===== config.mk =====
export PLATFORM = sky130hd
export DESIGN_NAME = uart_tx_arbiter
export DESIGN_NICKNAME = d
export VERILOG_FILES = /design/src/rtl/uart_tx_arbiter.sv
export SDC_FILE = /design/constraint.sdc
export NUM_CORES = 1
export LEC_CHECK = 0
export CAP_MARGIN = 15
export CORE_MARGIN = 2
export CORE_UTILIZATION = 34
export DETAILED_ROUTE_END_ITERATION = 8
export PLACE_DENSITY = 0.76
export SLEW_MARGIN = 20
export SYNTH_ARGS = -nofsm -noshare
export SYNTH_HDL_FRONTEND = slang
export SYNTH_SLANG_ARGS = --single-unit
export TNS_END_PERCENT = 100

===== constraint.sdc =====
create_clock -name clk -period 1.6 [get_ports clk]
set_clock_uncertainty 0.05 [all_clocks]
set_input_delay 0.24 -clock clk [delete_from_list [all_inputs] [get_ports clk]]
set_output_delay 0.24 -clock clk [all_outputs]
set_load 0.1 [all_outputs]

===== src/rtl/uart_tx_arbiter.sv =====
`default_nettype none
// uart_tx_arbiter: round-robin sharing of one uart_tx serializer between N byte requesters.
// Optional per-message channel locking is enabled by defining ARB_LOCK_EN.
module uart_tx_arbiter #(
    parameter int N     = 4,
    parameter int IDX_W = $clog2(N)
) (
    input  logic             clk,
    input  logic             resetn,
    input  logic [N-1:0]     req_valid_i,
    input  logic [8*N-1:0]   req_data_i,
    input  logic [N-1:0]     req_last_i,
    output logic [N-1:0]     req_ready_o,
    output logic             tx_e_o,
    output logic [7:0]       tx_d_o,
    input  logic             tx_busy_i,
    output logic [N-1:0]     grant_o,
    output logic             active_o
);

    typedef enum logic [1:0] {
        IDLE      = 2'd0,
        ISSUE     = 2'd1,
        WAIT_ACK  = 2'd2,
        WAIT_DONE = 2'd3
    } state_t;

    state_t             state;
    state_t             state_nxt;
    logic [IDX_W-1:0]   rr_ptr;
    logic [IDX_W-1:0]   gidx;
    logic [IDX_W-1:0]   win;
    logic [IDX_W-1:0]   ptr_next;
    logic [IDX_W:0]     sum;
    logic [IDX_W+2:0]   base;
    logic [N-1:0]       eligible;
    logic [N-1:0]       win_oh;
    logic [N-1:0]       ptr_oh;
    logic               found;
    logic               transfer;
    logic               frame_done;

    assign ptr_oh = {{(N-1){1'b0}}, 1'b1} << rr_ptr;

`ifdef ARB_LOCK_EN
    logic lock;
    logic last_q;
    // A locked message owner is the only eligible channel until its last byte.
    assign eligible = lock ? (req_valid_i & ptr_oh) : req_valid_i;
`else
    logic unused_last;
    logic [N-1:0] unused_ptr_oh;
    assign unused_last   = ^req_last_i;
    assign unused_ptr_oh = ptr_oh;
    assign eligible      = req_valid_i;
`endif

    always_comb begin
        found = 1'b0;
        win   = '0;
        sum   = '0;
        for (int k = 0; k < N; k++) begin
            sum = {1'b0, rr_ptr} + (IDX_W+1)'(k);
            if (sum >= (IDX_W+1)'(N))
                sum = sum - (IDX_W+1)'(N);
            if (!found && eligible[sum[IDX_W-1:0]]) begin
                found = 1'b1;
                win   = sum[IDX_W-1:0];
            end
        end
    end

    assign win_oh      = {{(N-1){1'b0}}, 1'b1} << win;
    assign base        = {win, 3'b000};
    assign transfer    = resetn && (state == IDLE) && !tx_busy_i && found;
    assign req_ready_o = transfer ? win_oh : '0;
    assign frame_done  = (state == WAIT_DONE) && !tx_busy_i;
    assign ptr_next    = (gidx == IDX_W'(N-1)) ? '0 : gidx + IDX_W'(1);
    assign active_o    = (state != IDLE);

    always_ff @(posedge clk) begin
        if (!resetn)
            state <= IDLE;
        else
            state <= state_nxt;
    end

    always_comb begin
        state_nxt = state;
        case (state)
            IDLE:      if (transfer) state_nxt = ISSUE;
            ISSUE:     state_nxt = WAIT_ACK;
            WAIT_ACK:  if (tx_busy_i) state_nxt = WAIT_DONE;
            WAIT_DONE: if (!tx_busy_i) state_nxt = IDLE;
            default:   state_nxt = IDLE;
        endcase
    end

    always_ff @(posedge clk) begin
        if (!resetn) begin
            tx_e_o  <= 1'b0;
            tx_d_o  <= 8'h00;
            grant_o <= '0;
            gidx    <= '0;
            rr_ptr  <= '0;
`ifdef ARB_LOCK_EN
            lock    <= 1'b0;
            last_q  <= 1'b0;
`endif
        end else begin
            tx_e_o <= transfer;
            if (transfer) begin
                tx_d_o  <= req_data_i[base +: 8];
                grant_o <= win_oh;
                gidx    <= win;
`ifdef ARB_LOCK_EN
                last_q  <= req_last_i[win];
`endif
            end
            if (frame_done) begin
                grant_o <= '0;
`ifdef ARB_LOCK_EN
                if (!last_q) begin
                    lock   <= 1'b1;
                    rr_ptr <= gidx;
                end else begin
                    lock   <= 1'b0;
                    rr_ptr <= ptr_next;
                end
`else
                rr_ptr <= ptr_next;
`endif
            end
        end
    end

endmodule
`default_nettype wire


After elaboration in Yosys (flattened, before gate mapping)
Cells that the tools add are included.

$add $sub $neg: 8. Shifts and indexed selects: 2. Reductions and logical operators: 15. Order comparisons: 8. Eq/ne operators: 7. Multiplexer cells: 26. Bitwise logic cells: 1.

Operator list (number): indexed part select 32 x 6 -> 8 bit (1); two-way mux 2 bit (12); < comparator 2 x 3 -> 1 bit (second input constant) (4); greater-or-equal comparator 3 bit (second input constant) (3); binary-select mux 1 bit (select 2 bit) (4); two-way mux 1 bit (8); one-hot mux 2 bit (4 select lines) (1); subtractor 2 x 1 -> 2 bit (second input constant) (4); logical AND 1 bit (7); adder 2 x 2 -> 3 bit (second input constant) (2); == test 2 bit (second input constant) (3); inequality test 2 bit (second input constant) (3); zero test 1 bit (4); two-way mux 4 bit (1); << shifter 1 x 2 -> 4 bit (first input constant) (1); adder 2 x 1 -> 3 bit (second input constant) (1); greater-or-equal comparator 2 x 3 -> 1 bit (second input constant) (1); AND reduction 3 bit (1); adder 2 x 1 -> 2 bit (second input constant) (1); == test 2 x 1 -> 1 bit (second input constant) (1); zero test 2 bit (1); nonzero test 2 bit (1); OR reduction 2 bit (1); NOT 1 bit (1).

Flip-flop bits (word level): 19. Output and inout bits: 18. Word-level logic and storage cells: 73. Bits of input ports: 43.

Longest topological paths before layout
Depth after elaboration: 17. Depth in mapped cells: 8.

Least setup slack after synthesis
OpenSTA, ideal clock, no wires.

Path kind: reg2out. From: register state[0]. To: output port req_ready_o[0]. Stages on the path, launching flop included: 7. Arrival time: 2.455 ns. Data required time: 1.310 ns. Buffers on the path: 0. Path slack: -1.145 ns. Cell sequence: dfxtp_1 -> inv_1 -> ha_1 -> and3b_1 -> o41ai_4 -> a31o_2 -> nor2_1.

Longest elaborated chain between the ends: 5.

Ends and longest elaborated chain: from (decl) (RTL line 28) `state_t state;`; from (signal assigned) (RTL line 85) `state <= state_nxt;`; zero test 2 bit (RTL line 75) `assign transfer = resetn && (state == IDLE) && !tx_busy_i && found;`; logical AND 1 bit (3 in a row) (RTL line 75); two-way mux 4 bit (RTL line 76) `assign req_ready_o = transfer ? win_oh : '0;`; to (decl) (RTL line 13) `output logic [N-1:0] req_ready_o,`.

Every way passes these cells.

Worst setup path after layout
From: register state[1]. To: output port req_ready_o[2].

The elaborated chain is that of the path after synthesis.

==> reports/results.ini <==
[outcome]
outcome = finished, violations left
violations = negative setup slack

[finish]
fill_cells = 182
stdcell_area_sq_mm = 0.00239
final_cells = 250
num_antenna_cells = 0
num-nets-final = 255
area_delta_synth_final_pct = 117
drive_above_1_share_pct = 45.6

[placed_design]
gp_congestion = 0.785
dpl.cell_count = 233
place_area_sq_mm = 0.00211
dpl.hpwl_um = 2800
port_buffers = 56

[timing]
worst_slack_ps = -389
slew_violations = 0
worst_slew_pin_slew_ps = 303
max_slew_margin_pct = 79.7
rsz0062_at_grt = yes
fin_crit_sh_pct = 124
hold_viol = 0
finalSetupViolCount = 18
max_freq_mhz = 503
whs_ps = 446
min_period_ps = 1990

[synth]
yosysWarnings = 0
synth_cell_types = 33
synth_edf_count = 0
syn_avg_cell_area_sq_um = 9.75
yosys.area_share.adder_pct = 5.68
muxShareOfSynthArea_pct = 17.3
yosys.area_share.simple_pct = 18.5
syn-cell-area_sq_mm = 0.00110
synth_top_area_cell = dfxtp_1
async_reset_ff_share_pct = 0
yosysSeqAreaShare_pct = 34.5
syn_nets = 161
synthTopCellsByArea = dfxtp_1 35%, mux2i_1 17%, o221ai_1 6.4%
ys.flop_type = dfxtp_1
synthXorXnorAreaFrac_pct = 0
synth.ff_latch_count = 19
synth_top_family_by_area = compound AO/OA/AOI/OAI gates
syn_inst = 113
synth_top_area_share_pct = 34.5
synth_compound_area_share_pct = 19.3

[detailed_routing]
initialDrtViolationCount = 26
ant_nets = 0
remaining_drc_errors = 0
vias_per_cell = 5.22
num_vias = 1306
wire_per_inst_um = 16.1
drt_wl_total_um = 4020
dr.pass1.iters = 4

[cts]
cts_tree = done
clockBufferDepth = 2
cts.clk_slew.worst_paths_ps = 110
cts.sinks = 19
cts_root_buf = clkbuf_4
cts_hold_buf = 0
worstSkewPairLatency_ps = 300
cts_made_buffers = 3
htreeDepth = 1

[setup_path]
cp.required_ps = 1310
timing.rr.end = tx_d_o[2]
end_kind = output port
reg2reg_slack_ps = -270
critical_path.max_fanout = 3
timing.rr.start = rr_ptr[0]
crit_arrival_ps = 1700
r2r_cells = 8
critPathKind = flop to output port
worstSetupStartpointType = flop

[worst_hold_path]
hold_path_depth = 2
min_path_type = flop to flop
min_from = gidx[1]
worstHoldEndpoint = gidx[1]

[floorplan]
dieArea_sq_mm = 0.00371
core_region_area_sq_mm = 0.00308
num_rows = 20
die_h_um = 60.9
start_util_pct = 35.8
die_x_um = 60.9
num_io_pins = 61

[global_routing]
grt_pass1_vias = 1274
grt_max_degree = 16
grt_pass1_wl_um = 5780
grt.total_usage_pct = 21.1
grt_overflow = 0
antenna_found_initial = 0

[power_and_ir_drop]
vdd_drop_max_mv = 1.46
leakage_nw = 0.998
p_per_area_mw_per_mm2 = 1150

[run]
maxCapViolations = 0

==> state kept, by name (all words and copies together) (netlist names) <==
signal / flops
gidx: 2
tx_d_o: 8
tx_e_o: 1
state: 2
grant_o: 4
rr_ptr: 2
==> synth_stat cells (2+ instances only) <==
library cell,number
clkbuf_1,2
nor3_1,2
nand3_1,8
a2bb2oi_1,2
nor2_1,8
nand2_1,5
inv_1,4
nand2b_1,3
o221ai_1,8
a32oi_1,2
mux2i_1,19
ha_1,5
dfxtp_1,19
nor2b_1,4
and3_1,2
a21oi_1,3
==> metrics by stage <==
step	setup TNS (ps)	util [%]	worst slack (ps)	power, W
2_1_floorplan	-1180	-	-290	0.00159
3_3_place_gp	-8130	68.5	-494	0.00222
3_5_place_dp	-9390	68.5	-564	0.00226
4_1_cts	-2380	73.8	-361	0.00264
5_1_grt	-4640	77.7	-458	0.00287
6_report	-3450	77.7	-389	0.00274
==> cell usage in the layout (no fill, tap or decap), types with 2 or more instances in the layout <==
master           synthesis  final
clkdlybuf4s50_1          0     34
buf_4                    0     22
buf_12                   0     19
mux2i_1                 19     15
dfxtp_1                 19     15
buf_6                    1     12
nand3_1                  8      8
o221ai_1                 8      7
nor2_1                   8      6
nor2b_1                  4      4
mux2i_2                  0      4
dlygate4sd2_1            0      4
dfxtp_2                  0      4
inv_2                    1      3
nand2b_1                 3      3
nand2_1                  5      3
ha_1                     5      3
clkbuf_4                 0      3
a21oi_1                  3      2
nor2_4                   0      2
and3_4                   0      2
a2bb2oi_2                0      2
nand2_2                  1      2
==> logic make-up (layout without fill, tap and decap cells) <==
logic type | after synthesis | after routing
flip-flops | 19 | 19
buffers and inverters | 9 | 101
AND/OR/NAND/NOR | 38 | 39
AO/OA/AOI/OAI | 23 | 23
adder cells (fa/ha/maj) | 5 | 5
multiplexers | 19 | 19
==> critical path, cell delays in order (launching register included) <==
cell     delay, ps
dfxtp_2        340
inv_2           70
ha_4           130
and3b_2        220
o41ai_4         90
a31o_4         250
nor2_4         110
buf_12         180
==> timing repair <==
item,CTS,global route
endpoints found under the hold margin,0,0
pin swaps,14,14
gates resized for setup,25,19
buffers inserted,10,4
endpoints found under the setup margin,20,20
cloned,0,2
==> cell type report <==
type	count	area [sq um]	share of cell area (%)
repair buffers	92	1080	45.2
multi-input cells	86	820	34.3
flip-flops and latches	19	385	16.1
well taps	44	55.1	2.30
inverters	5	23.8	0.994
clock buffers	3	22.5	0.941
clock inverters	1	5.00	0.209
==> metal layers <==
layer / track usage, % / vias up / share of wire (%)
li1: - / 612 / -
met1: 25.0 / 640 / 40
met2: 37.6 / 48 / 54
met3: 4.26 / 6 / 4.7
met4: 7.14 / 0 / 1.3
met5: 0 / - / 0
==> power by group <==
part	internal, W	switching, W	leakage (nW)
clock network	0.0000933	0.000160	0.0177
logic	0.000826	0.00102	0.823
registers	0.000563	0.0000828	0.157
==> how the worst max path moves through the flow <==
stage / start / end / slack [ps]
after floorplan: state[1] / req_ready_o[0] / -290
after detailed placement: req_valid_i[1] / req_ready_o[3] / -560
after global placement: req_valid_i[1] / req_ready_o[3] / -490
final: state[1] / req_ready_o[2] / -390
after global routing: state[1] / req_ready_o[2] / -460
after CTS: state[1] / req_ready_o[0] / -360
Power figures use the tool's default switching activity.
